`src/rtl/sram_arbiter_pkg.sv`:
```
// Shared configuration for the two-master SRAM arbiter: state encodings,
// reset constants and the contention tie-break helper.
package sram_arbiter_pkg;

    localparam int STATE_W = 2;
    localparam int DEF_ADDR_W = 32;
    localparam int DEF_DATA_W = 32;

    // last_grant resets to master 1 so that master 0 wins the first contention.
    localparam logic LAST_GRANT_RST = 1'b1;

    typedef enum logic [STATE_W-1:0] {
        ST_IDLE   = 2'b00,
        ST_GRANT0 = 2'b01,
        ST_GRANT1 = 2'b10
    } state_e;

    // Returns the index of the master to grant from IDLE; only meaningful when
    // at least one request is present.
    function automatic logic pick_winner(input logic req0, input logic req1,
                                         input logic last_grant);
        logic winner;
        winner = 1'b0;
        if (req0 && !req1) begin
            winner = 1'b0;
        end else if (req1 && !req0) begin
            winner = 1'b1;
        end else begin
            winner = ~last_grant;
        end
        return winner;
    endfunction

endpackage

```
`src/rtl/sram_arbiter_regular_register.sv`:
```
// Plain D register with asynchronous active-high reset to a parameterised
// value; holds the arbiter's state and last_grant bits.
module sram_arbiter_regular_register #(
    parameter int              SIZE      = 1,
    parameter logic [SIZE-1:0] RESET_VAL = '0
) (
    input  logic            clk,
    input  logic            rst,
    input  logic [SIZE-1:0] d,
    output logic [SIZE-1:0] q
);

    always_ff @(posedge clk or posedge rst) begin
        if (rst) begin
            q <= RESET_VAL;
        end else begin
            q <= d;
        end
    end

endmodule

```
`src/rtl/sram_arbiter.sv`:
```
// Two-master round-robin arbiter in front of a single SRAM port. A granted
// master drives the SRAM combinationally until sram_ready or it withdraws.
module sram_arbiter
    import sram_arbiter_pkg::*;
#(
    parameter int ADDR_W = DEF_ADDR_W,
    parameter int DATA_W = DEF_DATA_W
) (
    input  logic              clk,
    input  logic              rst,

    input  logic [ADDR_W-1:0] m0_address,
    input  logic [DATA_W-1:0] m0_write_data,
    input  logic              m0_read_en,
    input  logic              m0_write_en,
    output logic [DATA_W-1:0] m0_rdata,
    output logic              m0_ready,

    input  logic [ADDR_W-1:0] m1_address,
    input  logic [DATA_W-1:0] m1_write_data,
    input  logic              m1_read_en,
    input  logic              m1_write_en,
    output logic [DATA_W-1:0] m1_rdata,
    output logic              m1_ready,

    output logic [ADDR_W-1:0] sram_address,
    output logic [DATA_W-1:0] sram_write_data,
    output logic              sram_read_en,
    output logic              sram_write_en,
    input  logic [DATA_W-1:0] sram_read_data,
    input  logic              sram_ready,

    output logic [STATE_W-1:0] state_dbg,
    output logic               last_grant_dbg
);

    // Handshake: a master holds read_en/write_en (and address/data) stable
    // until it sees mN_ready high with its request still asserted; that single
    // cycle is the completion cycle and the only one in which mN_rdata is valid.

    logic               req0;
    logic               req1;
    logic               winner;
    state_e             state_q;
    state_e             state_d;
    logic [STATE_W-1:0] state_q_raw;
    logic               last_grant_q;
    logic               last_grant_d;

    assign req0 = m0_read_en | m0_write_en;
    assign req1 = m1_read_en | m1_write_en;

    sram_arbiter_regular_register #(
        .SIZE      (STATE_W),
        .RESET_VAL (ST_IDLE)
    ) u_state_reg (
        .clk (clk),
        .rst (rst),
        .d   (state_d),
        .q   (state_q_raw)
    );

    sram_arbiter_regular_register #(
        .SIZE      (1),
        .RESET_VAL (LAST_GRANT_RST)
    ) u_last_grant_reg (
        .clk (clk),
        .rst (rst),
        .d   (last_grant_d),
        .q   (last_grant_q)
    );

    assign state_q        = state_e'(state_q_raw);
    assign state_dbg      = state_q_raw;
    assign last_grant_dbg = last_grant_q;

    // Next state. Every grant falls back to IDLE, which enforces one idle
    // cycle between grants and makes back-to-back requests re-arbitrate.
    always_comb begin
        state_d      = state_q;
        last_grant_d = last_grant_q;
        winner       = 1'b0;
        case (state_q)
            ST_IDLE: begin
                if (req0 || req1) begin
                    winner       = pick_winner(req0, req1, last_grant_q);
                    state_d      = winner ? ST_GRANT1 : ST_GRANT0;
                    last_grant_d = winner;
                end
            end
            ST_GRANT0: begin
                if (sram_ready || !req0) begin
                    state_d = ST_IDLE;
                end
            end
            ST_GRANT1: begin
                if (sram_ready || !req1) begin
                    state_d = ST_IDLE;
                end
            end
            default: begin
                state_d = ST_IDLE;
            end
        endcase
    end

    // SRAM port mux and master responses. Write wins when both enables are set.
    always_comb begin
        sram_address    = '0;
        sram_write_data = '0;
        sram_read_en    = 1'b0;
        sram_write_en   = 1'b0;
        m0_rdata        = '0;
        m1_rdata        = '0;
        m0_ready        = ~req0;
        m1_ready        = ~req1;
        case (state_q)
            ST_GRANT0: begin
                sram_address    = m0_address;
                sram_write_data = m0_write_data;
                sram_write_en   = m0_write_en;
                sram_read_en    = m0_read_en & ~m0_write_en;
                if (sram_ready && req0) begin
                    m0_ready = 1'b1;
                    if (!m0_write_en) begin
                        m0_rdata = sram_read_data;
                    end
                end
            end
            ST_GRANT1: begin
                sram_address    = m1_address;
                sram_write_data = m1_write_data;
                sram_write_en   = m1_write_en;
                sram_read_en    = m1_read_en & ~m1_write_en;
                if (sram_ready && req1) begin
                    m1_ready = 1'b1;
                    if (!m1_write_en) begin
                        m1_rdata = sram_read_data;
                    end
                end
            end
            default: begin
            end
        endcase
    end

endmodule

```
`config.mk`:
```
export PLATFORM = sky130hd
export DESIGN_NAME = sram_arbiter
export DESIGN_NICKNAME = d
export VERILOG_FILES = /design/src/rtl/sram_arbiter_pkg.sv /design/src/rtl/sram_arbiter_regular_register.sv /design/src/rtl/sram_arbiter.sv
export SDC_FILE = /design/constraint.sdc
export NUM_CORES = 1
export LEC_CHECK = 0
export CAP_MARGIN = 20
export CORE_AREA = 3 3 117 119
export CTS_CLUSTER_DIAMETER = 30
export CTS_CLUSTER_SIZE = 24
export DETAILED_ROUTE_END_ITERATION = 10
export DIE_AREA = 0 0 120 122
export SLEW_MARGIN = 20
export SYNTH_ARGS = -nofsm -noshare
export SYNTH_HDL_FRONTEND = slang
export SYNTH_SLANG_ARGS = --single-unit
```
`constraint.sdc`:
```
create_clock -name clk -period 1.5 [get_ports clk]
set_input_delay 0.225 -clock clk [delete_from_list [all_inputs] [get_ports clk]]
set_output_delay 0.225 -clock clk [all_outputs]
set_load 0.01 [all_outputs]
```
==> results.yml <==
routing:
  wl_per_cell_um: 18.7
  post-route-drc-count: 0
  wl_met2_um: 8170
  via_per_inst: 4.43
  top_layer: "met4"
  ant_nets: 0
  dr.first_iter.drc_count: 86
  met1_length_um: 5340
  met3_wirelength_um: 1010
  dr_total_vias: 3468
  firstDrtPassIters: 4
  drt_wl_total_um: 14700
floorplan:
  die-width_um: 120
  core_um2: 12700
  die_area_um2: 14600
  ios: 302
  die_h_um: 122
  initial_core_util_pct: 13.7
  rows: 41
yosys:
  synth_flop_cell: "dfrtp_1"
  synth_top_area_cell: "a22oi_1"
  synth_area_leaders: "a22oi_1, nor2b_1, and2_1"
  async_reset_ff_share_pct: 100
  syn_avg_cell_area_um2: 6.74
  synth_enable_flop_cells: 0
  ys_types: 25
  seq_area_frac_synth_pct: 4.39
  netlist_instances: 258
  synthDominantCellAreaShare_pct: 28.1
  yosys_register_bits: 3
  synthesis.area_um2: 1740
  yosysWarningCount: 0
  syn_nets: 430
critical_path:
  worstPathArrival_ns: 1.71
  reg2reg_from: "u_state_reg.q[0]"
  critPathRequiredTime_ns: 1.27
  crit_type: "flop to output pin"
  cp-startpoint: "u_state_reg.q[1]"
  rrSetupSlack_ns: -0.32
  cp-end-kind: "output pin"
  critPathMaxFanout: 7
  start_kind: "flop"
timing:
  skew_ns: 0.00110
  timing.hold.ws_ns: 0.189
  slew_violations: 0
  slew_headroom_pct: 81.3
  min_period_over_period_pct: 129
  rsz0062_at_grt: "true"
  tightestPinTransition_ns: 0.280
  fin_setup_tns_ns: -49.05
  setup_viol: 134
  fmax_mhz: 517
  hold_violations: 0
  fin_crit_ns: 1.94
  setup_slack_ns: -0.436
clocking:
  hold_buffers: 0
  clk_pin_slew_ns: 0.03
  clockRootBuffer: "clkbuf_16"
  clock_latency_ns: 0.22
  htreeDepth: 1
  ctsLongestPathBuffers: 2
  clock_sinks: 3
  cts_tree: "done"
  cts_made_buffers: 3
cells_and_area:
  final_cell_count_no_fill: 782
  fin_nets: 783
  syn_to_final_growth_pct: 293
  n_antenna_cell: 0
  drive_gt1_share_pct: 64.3
  n_fill_cell: 1112
placement:
  dp.cells: 726
  post-place-ws_ns: -0.745
  dp_hpwl_um: 9550
  gp_congestion: 0.783
  numPortBuffers: 301
run_status:
  status: "finished with violations"
  violations: "setup timing"
grt:
  antenna_found_initial: 0
  first_global_vias: 3679
  grt_usage_pct: 17.6
  grt_max_degree: 17
  grt_overflow_total: 0
  grt_pass1_wl_um: 20400
power_and_ir_drop:
  vdd_drop_max_v: 0.000648
  total_leakage_power_nw: 2.83
  p_per_area_nw_per_um2: 1290
run:
  max_cap_viol_count: 0
hold_path:
  hold_path.class: "input port to async pin"
-- state kept, by name, summed over array words and instances, names as in the netlist --
signal and cells:
u_state_reg.q 2, u_last_grant_reg.q 1
-- final timing paths --
path                                       endpoint  depth (start not counted)
worst max-delay path            sram_write_data[12]                          9
worst min-delay path               u_state_reg.q[0]                          2
worst max register to register     u_state_reg.q[1]                          9
worst min register to register   u_last_grant_reg.q                          2
max in group asynchronous        u_last_grant_reg.q                          2
min in group clk                 u_last_grant_reg.q                          2
-- report_power, final --
group	internal [W]	switching (W)	total (W)
logic	0.00494	0.00329	0.00824
registers	0.000133	0.0000369	0.000170
clock network	0.000350	0.0000702	0.000421
total	0.00543	0.00340	0.00883
-- layer usage --
metal / global-route usage [%] / vias to the layer above
met1: 19.6 / 1655
met3: 3.34 / 9
met2: 35.1 / 183
met5: 0 / -
li1: - / 1621
met4: 2.22 / 0
-- cell families (layout without fill, tap and decap cells) --
family,count (synthesis),in the layout,synth area share [%]
AOI/OAI and AO/OA,75,75,32.1
adders and majority gates,5,5,3.60
buffers and inverters,33,382,9.57
DFF,3,3,4.39
and+or+nand+nor,142,145,50.4
-- cell type report --
class                      count  area (µm²)  share of cell area, %
timing repair buffer         372        4060                   59.4
tap                          172         215                   3.15
clock buffer                   4        78.8                   1.15
sequential                     3        78.8                   1.15
inverter                       6        35.0                  0.513
multi-input combinational    225        2370                   34.7
-- Yosys cell counts (2+ instances only) --
library cell  number
clkbuf_1           8
nor2_1             4
a22oi_1           65
inv_1              6
buf_6              3
clkbuf_2           3
dfrtp_1            2
nor2b_1           66
nand2_1            3
o21ai_0            4
ha_1               5
and2_1            64
buf_2             13
-- placed cells by master, fill, tap and decap left out, types with 2 or more instances in the layout --
cell type / count
a22oi_2: 65
nor2_1: 4
dfrtp_2: 2
nor2b_4: 36
dlygate4sd2_1: 3
buf_2: 40
inv_1: 3
and2_4: 57
buf_12: 15
buf_8: 2
clkbuf_16: 6
clkdlybuf4s50_1: 165
nand2_1: 2
and2_1: 7
and3_4: 4
buf_6: 115
ha_4: 5
nor2b_1: 21
nor2b_2: 9
buf_4: 16
inv_4: 2
buf_16: 13
o21ai_0: 4
-- worst max-delay path, cell delays in order (launching register included) --
cell and delay, ns:
dfrtp_2 0.38, inv_4 0.05, buf_6 0.11, ha_4 0.17, buf_12 0.14, buf_12 0.13, buf_16 0.13, a22oi_2 0.19
nor2b_4 0.06, buf_6 0.12
-- stage by stage --
stage,cell area (µm²),utilization (%),total power (W)
final,6830,53.9,0.00883
after global routing,6830,53.9,0.00934
after CTS,6260,49.4,0.00866
after detailed placement,5460,43.1,0.00584
after global placement,5460,43.1,0.00580
after floorplan,2160,-,0.00343
-- timing repair --
action | CTS | global route
setup buffers | 28 | 10
cloned | 18 | 3
gates resized for setup | 677 | 130
pin swaps | 65 | 29
endpoints found under the setup margin | 137 | 135
Power figures use the tool's default switching activity.
